===== config.mk =====
export PLATFORM = sky130hd
export DESIGN_NAME = dm_bus_arbiter_flat
export DESIGN_NICKNAME = d
export VERILOG_FILES = /design/src/rtl/dm_bus_arbiter_pkg.sv /design/src/rtl/dm_bus_arbiter_if.sv /design/src/rtl/dm_bus_arbiter_rr_pick.sv /design/src/rtl/dm_bus_arbiter.sv /design/src/flat_wrapper.sv
export SDC_FILE = /design/constraint.sdc
export NUM_CORES = 1
export LEC_CHECK = 0
export CAP_MARGIN = 20
export CORE_ASPECT_RATIO = 0.9
export CORE_MARGIN = 5
export CORE_UTILIZATION = 38
export DETAILED_ROUTE_END_ITERATION = 12
export PLACE_DENSITY_LB_ADDON = 0.25
export SLEW_MARGIN = 10
export SYNTH_ARGS = -nofsm -noshare
export SYNTH_HDL_FRONTEND = slang
export SYNTH_SLANG_ARGS = --single-unit

===== constraint.sdc =====
create_clock -name clk -period 2.1 [get_ports clk]
set_input_delay 0.525 -clock clk [delete_from_list [all_inputs] [get_ports clk]]
set_output_delay 0.525 -clock clk [all_outputs]
set_load 0.02 [all_outputs]

===== src/rtl/dm_bus_arbiter_pkg.sv =====
// Shared types for the data-memory bus arbiter: FSM states, dm_ctrl codes, access payload.
package dm_bus_arbiter_pkg;

    localparam int unsigned XLEN     = 32;
    localparam int unsigned DMCTRL_W = 3;

    typedef enum logic [1:0] {
        ST_IDLE = 2'd0,
        ST_BUSY = 2'd1,
        ST_RESP = 2'd2
    } arb_state_t;

    // dm_ctrl access size/sign codes, shared with the CPU load/store unit
    localparam logic [DMCTRL_W-1:0] DM_LB  = 3'b000;
    localparam logic [DMCTRL_W-1:0] DM_LH  = 3'b001;
    localparam logic [DMCTRL_W-1:0] DM_LW  = 3'b010;
    localparam logic [DMCTRL_W-1:0] DM_LBU = 3'b011;
    localparam logic [DMCTRL_W-1:0] DM_LHU = 3'b100;

    typedef struct packed {
        logic                we;
        logic [XLEN-1:0]     addr;
        logic [XLEN-1:0]     wdata;
        logic [DMCTRL_W-1:0] dmctrl;
    } dm_acc_t;

endpackage


===== src/rtl/dm_bus_arbiter_if.sv =====
// Bundle of both master ports, the memory-slave port and status outputs of the arbiter.
interface dm_bus_arbiter_if;
    import dm_bus_arbiter_pkg::*;

    logic                m0_req;
    logic                m0_we;
    logic [XLEN-1:0]     m0_addr;
    logic [XLEN-1:0]     m0_wdata;
    logic [DMCTRL_W-1:0] m0_dmctrl;
    logic                m0_ack;

    logic                m1_req;
    logic                m1_we;
    logic [XLEN-1:0]     m1_addr;
    logic [XLEN-1:0]     m1_wdata;
    logic [DMCTRL_W-1:0] m1_dmctrl;
    logic                m1_ack;

    logic [XLEN-1:0]     m_rdata;
    logic                m_err;

    logic                s_req;
    logic                s_we;
    logic [XLEN-1:0]     s_addr;
    logic [XLEN-1:0]     s_wdata;
    logic [DMCTRL_W-1:0] s_dmctrl;
    logic [XLEN-1:0]     s_rdata;
    logic                s_ack;

    logic                cpu_stall;
    logic                busy;

    // Arbiter side
    modport slave (
        input  m0_req, m0_we, m0_addr, m0_wdata, m0_dmctrl,
        input  m1_req, m1_we, m1_addr, m1_wdata, m1_dmctrl,
        input  s_rdata, s_ack,
        output m0_ack, m1_ack, m_rdata, m_err,
        output s_req, s_we, s_addr, s_wdata, s_dmctrl,
        output cpu_stall, busy
    );

    // Environment side: requesting masters plus the memory slave
    modport master (
        output m0_req, m0_we, m0_addr, m0_wdata, m0_dmctrl,
        output m1_req, m1_we, m1_addr, m1_wdata, m1_dmctrl,
        output s_rdata, s_ack,
        input  m0_ack, m1_ack, m_rdata, m_err,
        input  s_req, s_we, s_addr, s_wdata, s_dmctrl,
        input  cpu_stall, busy
    );

endinterface


===== src/rtl/dm_bus_arbiter_rr_pick.sv =====
// Two-way round-robin picker: a lone request wins outright, a tie goes to i_prio.
module dm_rr_pick (
    input  logic [1:0] i_req,
    input  logic       i_prio,
    output logic       o_gnt_valid,
    output logic       o_gnt_idx
);

    assign o_gnt_valid = |i_req;
    assign o_gnt_idx   = (&i_req) ? i_prio : i_req[1];

endmodule


===== src/rtl/dm_bus_arbiter.sv =====
// Round-robin arbiter sharing the data-memory/MMIO port between CPU (m0) and a second master (m1),
// with slave-ack timeout and registered response data.
module dm_bus_arbiter
    import dm_bus_arbiter_pkg::*;
#(
    parameter int unsigned TIMEOUT = 16
) (
    input  logic              clk,
    input  logic              reset,
    dm_bus_arbiter_if.slave   bus
);

    localparam int unsigned CNT_W = (TIMEOUT > 1) ? $clog2(TIMEOUT) : 1;
    localparam logic [CNT_W-1:0] CNT_LAST = CNT_W'(TIMEOUT - 1);

    arb_state_t       r_state;
    logic             r_sel;
    logic             r_prio;
    logic [CNT_W-1:0] r_cnt;
    logic [XLEN-1:0]  r_rdata;
    logic             r_err;
    logic             r_m0_ack;
    logic             r_m1_ack;
    logic             r_s_req;
    dm_acc_t          r_s_acc;
    logic             r_busy;

    logic             w_gnt_valid;
    logic             w_gnt_idx;
    dm_acc_t          w_m0_acc;
    dm_acc_t          w_m1_acc;
    dm_acc_t          w_win_acc;

    dm_rr_pick u_pick (
        .i_req       ({bus.m1_req, bus.m0_req}),
        .i_prio      (r_prio),
        .o_gnt_valid (w_gnt_valid),
        .o_gnt_idx   (w_gnt_idx)
    );

    assign w_m0_acc  = '{we: bus.m0_we, addr: bus.m0_addr, wdata: bus.m0_wdata, dmctrl: bus.m0_dmctrl};
    assign w_m1_acc  = '{we: bus.m1_we, addr: bus.m1_addr, wdata: bus.m1_wdata, dmctrl: bus.m1_dmctrl};
    assign w_win_acc = w_gnt_idx ? w_m1_acc : w_m0_acc;

    // Slave-side fields are latched at grant; masters hold them stable until ack.
    always_ff @(posedge clk or negedge reset) begin
        if (!reset) begin
            r_state  <= ST_IDLE;
            r_sel    <= 1'b0;
            r_prio   <= 1'b0;
            r_cnt    <= '0;
            r_rdata  <= '0;
            r_err    <= 1'b0;
            r_m0_ack <= 1'b0;
            r_m1_ack <= 1'b0;
            r_s_req  <= 1'b0;
            r_s_acc  <= '0;
            r_busy   <= 1'b0;
        end else begin
            r_m0_ack <= 1'b0;
            r_m1_ack <= 1'b0;
            case (r_state)
                ST_IDLE: begin
                    if (w_gnt_valid) begin
                        r_sel   <= w_gnt_idx;
                        r_prio  <= ~w_gnt_idx;
                        r_cnt   <= '0;
                        r_s_req <= 1'b1;
                        r_s_acc <= w_win_acc;
                        r_busy  <= 1'b1;
                        r_state <= ST_BUSY;
                    end
                end
                ST_BUSY: begin
                    // A slave ack in the final timeout cycle still wins over the error.
                    if (bus.s_ack || (r_cnt == CNT_LAST)) begin
                        r_rdata  <= bus.s_ack ? bus.s_rdata : '0;
                        r_err    <= ~bus.s_ack;
                        r_m0_ack <= ~r_sel;
                        r_m1_ack <= r_sel;
                        r_s_req  <= 1'b0;
                        r_s_acc  <= '0;
                        r_state  <= ST_RESP;
                    end else begin
                        r_cnt <= r_cnt + CNT_W'(1);
                    end
                end
                ST_RESP: begin
                    r_busy  <= 1'b0;
                    r_state <= ST_IDLE;
                end
                default: begin
                    r_s_req <= 1'b0;
                    r_s_acc <= '0;
                    r_busy  <= 1'b0;
                    r_state <= ST_IDLE;
                end
            endcase
        end
    end

    assign bus.m0_ack    = r_m0_ack;
    assign bus.m1_ack    = r_m1_ack;
    assign bus.m_rdata   = r_rdata;
    assign bus.m_err     = r_err;
    assign bus.s_req     = r_s_req;
    assign bus.s_we      = r_s_acc.we;
    assign bus.s_addr    = r_s_acc.addr;
    assign bus.s_wdata   = r_s_acc.wdata;
    assign bus.s_dmctrl  = r_s_acc.dmctrl;
    assign bus.busy      = r_busy;
    assign bus.cpu_stall = bus.m0_req & ~r_m0_ack;

endmodule


===== src/flat_wrapper.sv =====
// flat-port wrapper written by rule: the top's interface ports become plain ports
module dm_bus_arbiter_flat import dm_bus_arbiter_pkg::*;
#(
    parameter int unsigned TIMEOUT = 16
)
  (clk, reset, bus_m0_req, bus_m0_we, bus_m0_addr, bus_m0_wdata, bus_m0_dmctrl, bus_m1_req, bus_m1_we, bus_m1_addr, bus_m1_wdata, bus_m1_dmctrl, bus_s_rdata, bus_s_ack, bus_m0_ack, bus_m1_ack, bus_m_rdata, bus_m_err, bus_s_req, bus_s_we, bus_s_addr, bus_s_wdata, bus_s_dmctrl, bus_cpu_stall, bus_busy);
  dm_bus_arbiter_if bus_i ();
  input  logic clk;
  input  logic reset;
  input wire logic [$bits(bus_i.m0_req)-1:0] bus_m0_req;
  input wire logic [$bits(bus_i.m0_we)-1:0] bus_m0_we;
  input wire logic [$bits(bus_i.m0_addr)-1:0] bus_m0_addr;
  input wire logic [$bits(bus_i.m0_wdata)-1:0] bus_m0_wdata;
  input wire logic [$bits(bus_i.m0_dmctrl)-1:0] bus_m0_dmctrl;
  input wire logic [$bits(bus_i.m1_req)-1:0] bus_m1_req;
  input wire logic [$bits(bus_i.m1_we)-1:0] bus_m1_we;
  input wire logic [$bits(bus_i.m1_addr)-1:0] bus_m1_addr;
  input wire logic [$bits(bus_i.m1_wdata)-1:0] bus_m1_wdata;
  input wire logic [$bits(bus_i.m1_dmctrl)-1:0] bus_m1_dmctrl;
  input wire logic [$bits(bus_i.s_rdata)-1:0] bus_s_rdata;
  input wire logic [$bits(bus_i.s_ack)-1:0] bus_s_ack;
  output wire logic [$bits(bus_i.m0_ack)-1:0] bus_m0_ack;
  output wire logic [$bits(bus_i.m1_ack)-1:0] bus_m1_ack;
  output wire logic [$bits(bus_i.m_rdata)-1:0] bus_m_rdata;
  output wire logic [$bits(bus_i.m_err)-1:0] bus_m_err;
  output wire logic [$bits(bus_i.s_req)-1:0] bus_s_req;
  output wire logic [$bits(bus_i.s_we)-1:0] bus_s_we;
  output wire logic [$bits(bus_i.s_addr)-1:0] bus_s_addr;
  output wire logic [$bits(bus_i.s_wdata)-1:0] bus_s_wdata;
  output wire logic [$bits(bus_i.s_dmctrl)-1:0] bus_s_dmctrl;
  output wire logic [$bits(bus_i.cpu_stall)-1:0] bus_cpu_stall;
  output wire logic [$bits(bus_i.busy)-1:0] bus_busy;
  assign bus_i.m0_req = bus_m0_req;
  assign bus_i.m0_we = bus_m0_we;
  assign bus_i.m0_addr = bus_m0_addr;
  assign bus_i.m0_wdata = bus_m0_wdata;
  assign bus_i.m0_dmctrl = bus_m0_dmctrl;
  assign bus_i.m1_req = bus_m1_req;
  assign bus_i.m1_we = bus_m1_we;
  assign bus_i.m1_addr = bus_m1_addr;
  assign bus_i.m1_wdata = bus_m1_wdata;
  assign bus_i.m1_dmctrl = bus_m1_dmctrl;
  assign bus_i.s_rdata = bus_s_rdata;
  assign bus_i.s_ack = bus_s_ack;
  assign bus_m0_ack = bus_i.m0_ack;
  assign bus_m1_ack = bus_i.m1_ack;
  assign bus_m_rdata = bus_i.m_rdata;
  assign bus_m_err = bus_i.m_err;
  assign bus_s_req = bus_i.s_req;
  assign bus_s_we = bus_i.s_we;
  assign bus_s_addr = bus_i.s_addr;
  assign bus_s_wdata = bus_i.s_wdata;
  assign bus_s_dmctrl = bus_i.s_dmctrl;
  assign bus_cpu_stall = bus_i.cpu_stall;
  assign bus_busy = bus_i.busy;
  dm_bus_arbiter #(.TIMEOUT(TIMEOUT)) u_core (.clk(clk), .reset(reset), .bus(bus_i));
endmodule

Yosys cells after proc, flatten, opt, wreduce, memory -nomap -nowiden --
Index checks and enable logic that the tools add are counted. W data, S select, Z words.
Word-level totals: logic and storage cells 59, output and inout bits 106, bits of input ports 173, register bits after elaboration 113
Operators by class: bitwise gates (word level) 7, reductions and logical operators 11, eq/ne operators 6, multiplexer cells 20, $add $sub $neg 1
Operator list (count):
- $mux W68 | 3
- $pmux W68 S3 | 1
- $mux W32 | 1
- $reduce_and A2 Y1 | 5
- $mux W4 | 2
- $pmux W4 S2 | 1
- $mux W1 | 7
- $not A1 Y1 | 6
- $reduce_and A3 Y1 | 2
- $add A4 B1 Y4 const B | 1
- $eq A4 B4 Y1 const B | 1
- $mux W2 | 2
- $ne A2 B2 Y1 const B | 2
- $pmux W2 S2 | 1
- $pmux W1 S3 | 1
- $eq A2 B1 Y1 const B | 1
- $eq A2 B2 Y1 const B | 1
- $logic_not A2 Y1 | 1
- $ne A2 B1 Y1 const B | 1
- $pmux W1 S2 | 1
- $reduce_bool A2 Y1 | 1
- $reduce_or A2 Y1 | 1
- $and A1 B1 Y1 | 1
- $logic_or A1 B1 Y1 | 1

Depth between registers and ports, before layout --
depth after elaboration 5, depth in mapped cells 7, mapped depth without buffers 5

Modules after synthesis --
Synthesis repeated with hierarchy kept, for this count alone.
Unflattened totals: cells, all modules 434, area, all modules 5008.6 um^2
By module, submodules not included:
- dm_bus_arbiter | seq. area each 2827.7 um^2, area each 4991.0 um^2, cells each 431, times used 1
- dm_rr_pick | seq. area each 0.0 um^2, area each 17.5 um^2, cells each 3, times used 1

Worst setup path before layout --
OpenSTA, ideal clock, no wires.
path kind reg2reg, start point register u_core.r_cnt[0], end point register u_core.r_s_acc, in the netlist u_core.bus.s_addr[6], setup slack 540 ps, path buffers 2, stages on the path, launching flop included 8, required time 2023 ps, arrival time 1483 ps, library setup time 77 ps, clock period less this slack 1560 ps, cells stage by stage dfrtp_1 -> ha_1 -> a31oi_1 -> o2bb2ai_2 -> buf_4 -> buf_4 -> nand2_1 -> o21ai_1
On the way: longest elaborated chain between the ends 4
RTL lines:
- start: declaration | RTL line dm_bus_arbiter.sv:19 | logic [CNT_W-1:0] r_cnt;
- start signal: assignment | RTL line dm_bus_arbiter.sv:85 | r_cnt <= r_cnt + CNT_W'(1);
- $eq A4 B4 Y1 | RTL line dm_bus_arbiter.sv:76 | if (bus.s_ack || (r_cnt == CNT_LAST)) begin
- $logic_or A1 B1 Y1 | RTL line dm_bus_arbiter.sv:76
- $ne A2 B1 Y1 (no line)
- $reduce_and A3 Y1 (no line)
- end signal: assignment | RTL line dm_bus_arbiter.sv:69 | r_s_acc <= w_win_acc;
- end: declaration | RTL line dm_bus_arbiter.sv:25 | dm_acc_t r_s_acc;
No other way between the ends. A chain may end at the register's enable or synchronous reset.

Final worst setup path --
start point input bus_m0_req, end point output bus_cpu_stall
On the way: longest elaborated chain between the ends 1
RTL lines:
- start: declaration | RTL line flat_wrapper.sv:10 | input wire logic [$bits(bus_i.m0_req)-1:0] bus_m0_req;
- $and A1 B1 Y1 | RTL line dm_bus_arbiter.sv:112 | assign bus.cpu_stall = bus.m0_req & ~r_m0_ack;
- end: declaration | RTL line flat_wrapper.sv:31 | output wire logic [$bits(bus_i.cpu_stall)-1:0] bus_cpu_stall;
No other way between the ends.

==> results.ini <==
[run_status]
outcome=finished clean

[placement]
dp_slack_ns=-0.203
io_buffer_count=278
gp_congestion=0.795
dp.cells=849
hpwl_um=11600

[sta]
tightest_slew_ns=0.574
period_needed_ns=2.03
grt_setup_unrepaired=false
fin_worst_skew_ns=0.0128
worst_slack_ns=0.0726
fmax_mhz=493
hold_viol_final=0
whs_ns=0.0725
maxSlewHeadroom_pct=61.7
drv_slew=0
min_period_over_period_pct=96.5
setup_viol=0

[logic_synthesis]
async_reset_ff_share_pct=100
syn-num-nets=594
synthCells=420
yosysSeqAreaShare_pct=59.1
synth_edf_count=0
synthFlopType=dfrtp_1
yosys_warnings=0
synth_area_per_cell_um2=11.4
synth_area_mm2=0.00479
ys_ff_latch=113
ys_types=26

[grt]
grt_pass1_wl_um=23600
antenna_found_initial=0
grt_max_degree=51
grt_use_total_pct=20.3
grt_overflow=0
first_global_vias=4593

[die]
dieWidth_um=128
die-area_mm2=0.0149
num_rows=38
die_y_um=116
initial_core_util_pct=39.2
core_area_mm2=0.0122
ios=279

[layout]
multiInputGateArea_mm2=0.00181
area_delta_synth_final_pct=77.6
final-instance-count-excl-fill=880
diodes=0
fin_util_pct=69.6
regArea_mm2=0.00283
fill_cells=894
drive_above_1_share_pct=7.78
fin_nets=882

[cts]
clk_latency_ns=0.40
cts_root_buf=clkbuf_16
hold_buffers=0
clock_path_buffers=2
htree_levels=4
cts.sinks=113
cts_buffers=17
cts_tree=built
clk_pin_slew_ns=0.05

[power]
p_leak_nw=3.80
pwr_density_cell_mw_per_mm2=1470
ir_drop_v=0.000867
total_power_mw=12.5

[worst_setup_path]
cp_max_fo=2
cp_slowest_stage_delay_ns=0.50
path_cells=clkdlybuf4s50_1, inv_2, nor2_1, dlygate4sd2_1
cpMaxStageDelayCell=clkdlybuf4s50_1
critical_path_buf_inv_count=3
startpoint_type=input pin
worstPathArrival_ns=1.50
critPathCaptureType=primary output
cpLargestDelayFamily=buffers and inverters
crit_type=in -> out
timing.rr.start=u_core.r_state[0]$_DFFE_PN0P_
required_ns=1.57
worst-r2r-setup-slack_ns=0.36
reg2reg_depth=4
reg2reg_to=u_core.bus.m_rdata[24]$_DFFE_PN0P_

[drt]
ant_nets=0
wl_per_cell_um=17.2
vias_per_cell=4.88
drc=0
totalWireLength_um=15200
vias=4298
drt_iter0_markers=205
drt-pass1-iter-count=4

[hold_path]
hold_class=in -> async

[flow_run]
maxCapViolations=0

[layer usage]
| metal | part of all wire, % | global-route usage (%) | vias up |
|---|---|---|---|
| li1 | - | - | 2063 |
| met2 | 50 | 34.5 | 183 |
| met1 | 38 | 22.5 | 2034 |
| met4 | 1.7 | 7.07 | 0 |
| met3 | 11 | 9.33 | 18 |
| met5 | 0 | 0 | - |
[flip-flops by register name, summed over array words and instances, names as in the netlist, 2 cells and up]
name                 cells
u_core.r_state           2
u_core.bus.s_dmctrl      3
u_core.bus.s_wdata      32
u_core.r_cnt             4
u_core.bus.s_addr       32
u_core.bus.m_rdata      32
[logic make-up after synthesis]
| family | count (synthesis) | share of synthesized area, % |
|---|---|---|
| compound gates | 116 | 15.4 |
| fa+ha+maj | 1 | 0.261 |
| buf+inv | 34 | 3.76 |
| flops | 113 | 59.1 |
| mux | 68 | 14.2 |
| simple gates | 88 | 7.32 |
[stage by stage]
stage | setup TNS, ns | instance area [um^2]
after floorplan | 0 | 4790
after global placement | -6.80 | 7890
after detailed placement | -7.16 | 7890
after CTS | 0 | 8500
after global routing | 0 | 8500
final | 0 | 8500
[worst reg2reg max path, delay by kind of cell (launching register included)]
family	cells	cell delay, ns
and+or+nand+nor	1	0.51
buffers and inverters	1	0.28
AOI/OAI and AO/OA	2	0.44
DFF	1	0.41
[area by class of cell]
type	instances	share of cell area, %
repair buffers	299	35.7
flip-flops and latches	113	33.3
multi-input cells	273	21.3
clock buffers	21	5.30
well taps	160	2.36
clock inverters	10	1.88
inverters	4	0.177
[worst max path at each step]
stage / from / endpoint / slack [ns] / depth (start not counted)
global route: bus_m0_req / bus_cpu_stall / 0.03 / 4
finish: bus_m0_req / bus_cpu_stall / 0.07 / 4
CTS: bus_m0_req / bus_cpu_stall / 0.06 / 4
global placement: bus_m0_req / bus_cpu_stall / -0.24 / 4
detailed placement: bus_m0_req / bus_cpu_stall / -0.20 / 4
floorplan: u_core.r_cnt[0]$_DFFE_PN0P_ / u_core.bus.s_addr[6]$_DFFE_PN0P_ / 0.54 / 7
[synth_stat cells (2+ instances only)]
cell type  instances  area share (%)
buf_2              6            0.63
o21ai_2            2            0.37
nand3_1            6            0.63
inv_1              3            0.24
mux2i_1           68              14
and2_1             2            0.26
a21oi_1            3            0.31
o21ai_1           20             2.1
nor2_1             3            0.24
nand2_1           74             5.8
dfrtp_1          113              59
clkbuf_1          15             1.2
a22o_1            33             6.0
o21ai_0           51             5.3
buf_4              6            0.94
buf_6              3            0.71
a31oi_1            3            0.39
[power breakdown]
| part | leakage [nW] | switching, mW | internal, mW | total (mW) |
|---|---|---|---|---|
| Clock | 0.285 | 0.950 | 2.00 | 2.95 |
| Sequential | 1.44 | 0.590 | 3.20 | 3.79 |
| Combinational | 2.07 | 2.95 | 2.82 | 5.77 |
[cell usage in the layout (no fill, tap or decap)]
master	instances
mux2i_1	68
a21oi_1	3
bufinv_16	4
dfrtp_1	113
ha_1	1
nand2_1	74
o211ai_1	1
o21ai_1	20
clkbuf_8	1
nand3_1	6
nor2_1	3
inv_1	3
o21ai_0	50
a22o_1	33
and2_1	2
o21ai_2	1
nor2b_1	1
and3_1	1
buf_12	8
o2bb2ai_4	1
o31ai_1	1
nor2_2	1
clkbuf_1	3
o21ai_4	2
clkbuf_16	17
dlygate4sd2_1	1
clkdlybuf4s50_1	276
clkinvlp_4	4
clkinv_2	2
inv_2	1
a31oi_1	3
o21ba_1	1
buf_4	14
[timing repair]
| action | 4_1_cts | 5_1_grt |
|---|---|---|
| setup endpoints to repair | 1 | 0 |
| resized for setup | 1 | 0 |
| setup buffers | 0 | 0 |
Power figures use the tool's default switching activity.
